--- config.mk ---
export PLATFORM = sky130hd
export DESIGN_NAME = ccd_cds_sampler
export DESIGN_NICKNAME = d
export VERILOG_FILES = /design/src/rtl/ccd_pkg.sv /design/src/rtl/ccd_fall_det.sv /design/src/rtl/ccd_cds_sampler.sv
export SDC_FILE = /design/constraint.sdc
export NUM_CORES = 1
export LEC_CHECK = 0
export CORE_ASPECT_RATIO = 0.6
export CORE_MARGIN = 4
export CORE_UTILIZATION = 40
export DETAILED_ROUTE_END_ITERATION = 16
export GPL_ROUTABILITY_DRIVEN = 0
export PLACE_DENSITY = 0.65
export SETUP_SLACK_MARGIN = 0.1
export SLEW_MARGIN = 0
export SYNTH_ARGS = -nofsm -noshare
export SYNTH_HDL_FRONTEND = slang
export SYNTH_SLANG_ARGS = --single-unit
--- constraint.sdc ---
create_clock -name clk -period 2.3 [get_ports clk]
set_input_delay 0.345 -clock clk [delete_from_list [all_inputs] [get_ports clk]]
set_output_delay 0.345 -clock clk [all_outputs]
set_load 0.01 [all_outputs]
--- src/rtl/ccd_pkg.sv ---
// Shared types for the CCD correlated-double-sampling chain: the sampler FSM
// state encoding and the pixel word passed on to the downstream line buffers.
package ccd_pkg;

    localparam int ADC_W_DEF = 12;

    typedef logic [ADC_W_DEF-1:0] pix_word_t;

    typedef enum logic [2:0] {
        ST_IDLE     = 3'd0,
        ST_REF_WAIT = 3'd1,
        ST_REF_CONV = 3'd2,
        ST_SIG_ARM  = 3'd3,
        ST_SIG_WAIT = 3'd4,
        ST_SIG_CONV = 3'd5
    } cds_state_e;

endpackage

--- src/rtl/ccd_fall_det.sv ---
// Registered falling-edge detector: fall_o is high in the cycle where d_i is 0
// and was 1 in the previous cycle.
module ccd_fall_det (
    input  logic clk,
    input  logic rst_n,
    input  logic d_i,
    output logic fall_o
);

    logic d_q;

    always_ff @(posedge clk or negedge rst_n) begin
        if (!rst_n) d_q <= 1'b0;
        else        d_q <= d_i;
    end

    assign fall_o = d_q & ~d_i;

endmodule

--- src/rtl/ccd_cds_sampler.sv ---
// CDS controller: times reference and signal ADC conversions off the sequencer's
// phi_r / phi_l2 falling edges and emits a saturated (ref - sig) pixel word.
module ccd_cds_sampler
    import ccd_pkg::*;
#(
    parameter int ADC_W   = ADC_W_DEF,
    parameter int DLY_W   = 4,
    parameter int REF_DLY = 2,
    parameter int SIG_DLY = 2,
    parameter int NCOL    = 16,
    localparam int COL_W  = $clog2(NCOL)
) (
    input  logic             clk,
    input  logic             rst_n,
    input  logic             enable,
    input  logic             phi_r,
    input  logic             phi_l2,
    output logic             adc_start,
    input  logic             adc_done,
    input  logic [ADC_W-1:0] adc_data,
    output logic             pix_valid,
    output logic [ADC_W-1:0] pix_data,
    output logic [COL_W-1:0] pix_col,
    output logic             line_end,
    output logic             overrun
);

    // adc_start is registered, so the counter holds delay-1 to land the pulse
    // exactly DLY+1 cycles after the edge; a zero delay skips the wait state.
    localparam logic [DLY_W-1:0] REF_LD   = DLY_W'((REF_DLY > 0) ? REF_DLY - 1 : 0);
    localparam logic [DLY_W-1:0] SIG_LD   = DLY_W'((SIG_DLY > 0) ? SIG_DLY - 1 : 0);
    localparam logic [COL_W-1:0] COL_LAST = COL_W'(NCOL - 1);

    logic r_fall, l2_fall;

    ccd_fall_det u_det_r (
        .clk    (clk),
        .rst_n  (rst_n),
        .d_i    (phi_r),
        .fall_o (r_fall)
    );

    ccd_fall_det u_det_l2 (
        .clk    (clk),
        .rst_n  (rst_n),
        .d_i    (phi_l2),
        .fall_o (l2_fall)
    );

    cds_state_e       state_q, state_d;
    logic [DLY_W-1:0] cnt_q, cnt_d;
    logic [ADC_W-1:0] ref_q, ref_d;
    logic [ADC_W-1:0] pdata_q, pdata_d;
    logic [COL_W-1:0] col_q, col_d;
    logic             start_q, start_d;
    logic             pv_q, pv_d;
    logic             le_q, le_d;
    logic             ovr_q, ovr_d;
    logic             go_ref, go_sig;

    always_comb begin
        state_d = state_q;
        cnt_d   = cnt_q;
        ref_d   = ref_q;
        pdata_d = pdata_q;
        col_d   = col_q;
        ovr_d   = ovr_q;
        start_d = 1'b0;
        pv_d    = 1'b0;
        le_d    = 1'b0;
        go_ref  = 1'b0;
        go_sig  = 1'b0;

        if (pv_q) col_d = (col_q == COL_LAST) ? '0 : col_q + 1'b1;

        if (!enable) begin
            state_d = ST_IDLE;
            col_d   = '0;
            ovr_d   = 1'b0;
            ref_d   = '0;
        end else begin
            case (state_q)
                ST_IDLE: go_ref = r_fall;
                ST_REF_WAIT: begin
                    if (r_fall) go_ref = 1'b1;
                    else if (l2_fall) begin
                        ovr_d   = 1'b1;
                        state_d = ST_IDLE;
                    end else if (cnt_q == '0) begin
                        state_d = ST_REF_CONV;
                        start_d = 1'b1;
                    end else cnt_d = cnt_q - 1'b1;
                end
                ST_REF_CONV: begin
                    if (r_fall) go_ref = 1'b1;
                    else if (l2_fall) begin
                        ovr_d   = 1'b1;
                        state_d = ST_IDLE;
                    end else if (adc_done) begin
                        ref_d   = adc_data;
                        state_d = ST_SIG_ARM;
                    end
                end
                ST_SIG_ARM: begin
                    if (r_fall) begin
                        ovr_d  = 1'b1;
                        go_ref = 1'b1;
                    end else go_sig = l2_fall;
                end
                ST_SIG_WAIT: begin
                    if (r_fall) begin
                        ovr_d  = 1'b1;
                        go_ref = 1'b1;
                    end else if (cnt_q == '0) begin
                        state_d = ST_SIG_CONV;
                        start_d = 1'b1;
                    end else cnt_d = cnt_q - 1'b1;
                end
                ST_SIG_CONV: begin
                    if (r_fall) begin
                        ovr_d  = 1'b1;
                        go_ref = 1'b1;
                    end else if (adc_done) begin
                        // video swings below reference: clamp at zero, never wrap
                        pv_d    = 1'b1;
                        pdata_d = (ref_q > adc_data) ? ref_q - adc_data : '0;
                        le_d    = (col_q == COL_LAST);
                        state_d = ST_IDLE;
                    end
                end
                default: state_d = ST_IDLE;
            endcase

            if (go_ref) begin
                if (REF_DLY == 0) begin
                    state_d = ST_REF_CONV;
                    start_d = 1'b1;
                end else begin
                    state_d = ST_REF_WAIT;
                    cnt_d   = REF_LD;
                end
            end else if (go_sig) begin
                if (SIG_DLY == 0) begin
                    state_d = ST_SIG_CONV;
                    start_d = 1'b1;
                end else begin
                    state_d = ST_SIG_WAIT;
                    cnt_d   = SIG_LD;
                end
            end
        end
    end

    always_ff @(posedge clk or negedge rst_n) begin
        if (!rst_n) begin
            state_q <= ST_IDLE;
            cnt_q   <= '0;
            ref_q   <= '0;
            pdata_q <= '0;
            col_q   <= '0;
            start_q <= 1'b0;
            pv_q    <= 1'b0;
            le_q    <= 1'b0;
            ovr_q   <= 1'b0;
        end else begin
            state_q <= state_d;
            cnt_q   <= cnt_d;
            ref_q   <= ref_d;
            pdata_q <= pdata_d;
            col_q   <= col_d;
            start_q <= start_d;
            pv_q    <= pv_d;
            le_q    <= le_d;
            ovr_q   <= ovr_d;
        end
    end

    assign adc_start = start_q;
    assign pix_valid = pv_q;
    assign pix_data  = pdata_q;
    assign pix_col   = col_q;
    assign line_end  = le_q;
    assign overrun   = ovr_q;

endmodule

-- After elaboration in Yosys (flattened, before gate mapping)
Cells that the tools add are included.
- flip-flop bits (word level): 41
- output and inout bits: 20
- input port bits: 18
- add/sub/neg operators: 3
- equality and inequality tests: 27
- $lt $le $gt $ge: 1
- bitwise gates (word level): 5
- reductions and logical operators: 12
- muxes and demuxes: 55
- operators by type and width (cell ; number):
    two-way mux 12 bit ; 6
    two-way mux 3 bit ; 13
    two-way mux 4 bit ; 9
    != test 5 bit (second input constant) ; 6
    two-way mux 1 bit ; 22
    one-hot mux 3 bit (5 select lines) ; 1
    greater-than comparator 12 bit ; 1
    != test 4 bit (second input constant) ; 3
    != test 6 bit (second input constant) ; 2
    AND reduction 4 bit ; 3
    subtractor 12 bit ; 1
    AND reduction 9 bit ; 1
    one-hot mux 4 bit (2 select lines) ; 1
    equality test 3 x 2 -> 1 bit (second input constant) ; 2
    equality test 3 bit (second input constant) ; 2
    != test 2 x 1 -> 1 bit (second input constant) ; 3
    != test 3 x 2 -> 1 bit (second input constant) ; 2
    != test 3 bit (second input constant) ; 2
    one-hot mux 1 bit (2 select lines) ; 3
    AND reduction 5 bit ; 1
    OR reduction 5 bit ; 1
    adder 4 x 1 -> 4 bit (second input constant) ; 1
    equality test 4 bit (second input constant) ; 1
    zero test 4 bit ; 1
    other kinds (10) ; 15

-- Longest topological paths before layout
- word-level depth: 8
- depth in mapped cells: 11
- mapped depth without buffers: 10

-- By module
Synthesis repeated with hierarchy kept, for this count alone.
- cells, all modules: 275
- area total of the unflattened synthesis: 2643.8 µm²
- by module, submodules not included (module ; instances ; cells each ; area each (µm²)):
    ccd_cds_sampler ; 1 ; 271 ; 2566.2
    ccd_fall_det ; 2 ; 2 ; 38.8

-- Least setup slack after synthesis
OpenSTA, ideal clock, no wires.
- path type: reg-to-reg
- start point: register ref_q[0]
- end point: register pdata_q[10] (netlist: pix_data[10])
- stages on the path, launching flop included: 12
- arrival time: 1.963 ns
- slack: 0.218 ns
- clock period less this slack: 2.082 ns
- library setup time: 0.119 ns
- buffers on the path: 1
- path through: dfrtp_1 inv_1 ha_1 inv_1 fa_1 a21o_1 a31oi_1 o21ai_1 nor2b_1 o21ai_2 buf_6 o21ai_2
- longest elaborated chain between the ends: 2
- elaborated cells on any way between the ends: 3
- classes of those cells: 1 x add/sub; 1 x order compare; 1 x mux
- RTL lines (what ; RTL line ; source):
    start: declaration ; ccd_cds_sampler.sv:52 ; logic [ADC_W-1:0] ref_q, ref_d;
    start signal: assignment ; ccd_cds_sampler.sv:168 ; ref_q <= ref_d;
    subtractor 12 bit / greater-than comparator 12 bit (equally long branches) ; ccd_cds_sampler.sv:126 ; pdata_d = (ref_q > adc_data) ? ref_q - adc_data : '0;
    two-way mux 12 bit * ; ccd_cds_sampler.sv:126 ;
    end signal: assignment ; ccd_cds_sampler.sv:169 ; pdata_q <= pdata_d;
    end: declaration ; ccd_cds_sampler.sv:53 ; logic [ADC_W-1:0] pdata_q, pdata_d;
Mark *: on every way between the ends. The rest lies on a longest branch, timed or not.
A chain may end at the register's enable or synchronous reset.

-- Final worst setup path
Same ends and word-level chain as after synthesis.

==> impl_metrics.env <==
export IMPL_outcome="finished, final reports clean"
export IMPL_cp_end_kind="flip-flop"
export IMPL_hold_viol=0
export IMPL_grt_max_degree=42
export IMPL_max_freq_ghz=0.458
export IMPL_rsz0062_at_grt="yes"
export IMPL_wire_per_inst_um=14.6
export IMPL_start_util_pct=41.9
export IMPL_grt_pass1_wl_mm=10.3
export IMPL_cp_data_required_time_ns=2.48
export IMPL_multi_input_area_mm2=0.00149
export IMPL_post_synth_top_area_cell="dfrtp_1"
export IMPL_ir_drop_v=0.000372
export IMPL_syn_nets=312
export IMPL_r2r_cells=11
export IMPL_synth_area_leaders="dfrtp_1 39%, ha_1 7.2%, mux2i_1 5.0%"
export IMPL_syn_area_mm2=0.00260
export IMPL_ant_nets=0
export IMPL_total_leakage_power_nw=1.51
export IMPL_grt_overflow=0
export IMPL_port_buffers=37
export IMPL_wl_mm=6.20
export IMPL_path_clk_slew_ns=0.08
export IMPL_drt_iter0_drc=182
export IMPL_drt_pass1_iterations=4
export IMPL_dieArea_mm2=0.00791
export IMPL_h_tree_depth=2
export IMPL_worstSetupPathType="flip-flop to flip-flop"
export IMPL_timing_final_crit_share_pct=94.9
export IMPL_async_flop_share_pct=100
export IMPL_synth_cell_types=56
export IMPL_nFillCells=573
export IMPL_synth_area_per_cell_um2=9.37
export IMPL_drive_above_1_share_pct=19.1
export IMPL_synthCells=278
export IMPL_tightest_slew_ns=0.586
export IMPL_final_net_count=374
export IMPL_die_width_um=112
export IMPL_cts_buffer_depth=2
export IMPL_clk_latency_ns=0.29
export IMPL_slew_viol_final=0
export IMPL_tritoncts="built"
export IMPL_grt_pass1_vias=2108
export IMPL_numCtsBuffers=5
export IMPL_arrival_ns=2.36
export IMPL_diodes=0
export IMPL_placeableCoreArea_mm2=0.00622
export IMPL_yosysMostFrequentCell="dfrtp_1"
export IMPL_worstReg2RegStart="ref_q[0]$_DFFE_PN0P_"
export IMPL_die_h_um=70.5
export IMPL_io_pins=38
export IMPL_dp_hpwl_mm=4.53
export IMPL_regToRegEndpoint="pix_data[10]$_DFFE_PN0P_"
export IMPL_r2r_slack_ns=0.12
export IMPL_max_slew_margin_pct=60.9
export IMPL_cts_sinks=41
export IMPL_synthFlopType="dfrtp_1"
export IMPL_setup_tns_ns=0
export IMPL_ys_ff_latch=41
export IMPL_drv_cap=0
export IMPL_yosys_warnings=0
export IMPL_grt_antenna_before_repair=0
export IMPL_grt_use_total_pct=16.0
export IMPL_post_route_util_pct=54.9
export IMPL_seq_area_frac_synth_pct=39.4
export IMPL_skew_ns=0.00639
export IMPL_layout_min_cycle_time_ns=2.18
export IMPL_critPathLaunchType="flip-flop"
export IMPL_cts_root_buf="clkbuf_8"
export IMPL_power_density_mw_per_mm2=515
export IMPL_setup_viol=0
export IMPL_area_delta_synth_final_pct=31.2
export IMPL_via_count=2206
export IMPL_vias_per_cell=5.19
export IMPL_synthTopCellsByCount="41 x dfrtp_1, 26 x nand2_1, 19 x inv_1, 18 x nor2b_1, 15 x ha_1"
export IMPL_synth_top_area_share_pct=39.4
export IMPL_seq_area_mm2=0.00103
export IMPL_synth_edf_count=0
export IMPL_holdCritPathClass="primary input to asynchronous set/reset pin"
export IMPL_rows=22
export IMPL_crit_path_max_fanout=2
export IMPL_route_detailed_drc=0
## metal layers
layer	wire, um	global-route usage [%]
met3	439	4.33
met2	2480	20.8
met5	0	0
met1	3230	25.0
met4	45	5.33
## worst max-delay path, stage by stage (launching register included)
cell and delay, ns:
dfrtp_1 0.40, inv_1 0.07, ha_2 0.18, inv_2 0.04
fa_2 0.34, a21o_1 0.21, a31oi_4 0.22, buf_6 0.12
o211ai_1 0.08, o211ai_1 0.11, xor2_1 0.24, o21ai_2 0.07
## per-stage QoR
stage	power (mW)	hold slack [ns]	area [um^2]	cells	setup WS, ns
2_1_floorplan	1.02	0.0494	2610	278	0.218
3_3_place_gp	1.15	0.453	3220	414	-0.338
3_5_place_dp	1.16	0.449	3220	414	-0.385
4_1_cts	1.78	0.127	3390	425	0.104
5_1_grt	1.86	0.150	3420	425	0.0475
6_report	1.76	0.106	3420	425	0.118
## state kept, by name (all words and copies together), names as in the netlist
name          count
adc_start         1
cnt_q             4
line_end          1
overrun           1
pix_col           4
pix_data         12
pix_valid         1
ref_q            12
state_q           3
u_det_l2.d_q      1
u_det_r.d_q       1
## logic make-up (layout without fill, tap and decap cells)
| logic type | Yosys count | after routing | share of synthesized area (%) |
|---|---|---|---|
| AO/OA/AOI/OAI | 68 | 68 | 18.5 |
| flip-flops | 41 | 41 | 39.4 |
| AND/OR/NAND/NOR | 95 | 95 | 19.5 |
| buffers and inverters | 33 | 96 | 5.52 |
| adder cells (fa/ha/maj) | 16 | 16 | 7.97 |
| XOR/XNOR | 11 | 11 | 3.70 |
| multiplexers | 14 | 14 | 5.43 |
## where the power goes
part	total, mW	internal, mW	leakage [nW]	switching, mW
combinational	0.363	0.173	0.893	0.190
sequential	0.791	0.755	0.563	0.0362
clock	0.607	0.354	0.0585	0.253
## placed cells by master, fill, tap and decap left out, types with 2 or more instances in the layout
master,synthesis,layout
dfrtp_1,41,41
clkdlybuf4s50_1,0,33
buf_4,2,30
nand2_1,26,26
inv_1,19,17
nor2b_1,18,17
nor2_1,14,14
a21oi_1,14,14
mux2i_1,13,13
ha_1,15,13
o21ai_0,12,12
o21ai_2,11,12
nand2b_1,8,8
o31ai_1,6,6
nand4_1,6,6
xor2_1,6,6
clkbuf_8,0,6
nand3_1,5,5
nor3_1,5,5
xnor2_1,5,4
o211ai_1,4,4
or3_1,3,3
inv_2,0,2
o211a_1,2,2
and2_1,2,2
dlygate4sd2_1,0,2
buf_6,1,2
## area by class of cell
| type | instances | area share, % |
|---|---|---|
| clock buffers | 7 | 2.53 |
| well taps | 84 | 3.07 |
| repair buffers | 69 | 17.9 |
| inverters | 19 | 2.09 |
| clock inverters | 1 | 0.878 |
| flip-flops and latches | 41 | 30.0 |
| multi-input cells | 204 | 43.5 |
## repair_timing
action | 4_1_cts | 5_1_grt
buffers inserted | 3 | 0
resized for setup | 10 | 6
endpoints found under the setup margin | 12 | 12
pin swaps | 8 | 8
hold buffers | 0 | 0
## worst max path at each step
stage	from	slack [ns]	cells past startpoint	end
after global placement	adc_data[0]	-0.34	11	pix_data[4]$_DFFE_PN0P_
after global routing	ref_q[0]$_DFFE_PN0P_	0.05	11	pix_data[10]$_DFFE_PN0P_
final	ref_q[0]$_DFFE_PN0P_	0.12	11	pix_data[10]$_DFFE_PN0P_
after floorplan	ref_q[0]$_DFFE_PN0P_	0.22	11	pix_data[10]$_DFFE_PN0P_
after detailed placement	adc_data[0]	-0.38	11	pix_data[4]$_DFFE_PN0P_
after CTS	ref_q[0]$_DFFE_PN0P_	0.10	11	pix_data[4]$_DFFE_PN0P_
(Power assumes the default switching activity.)
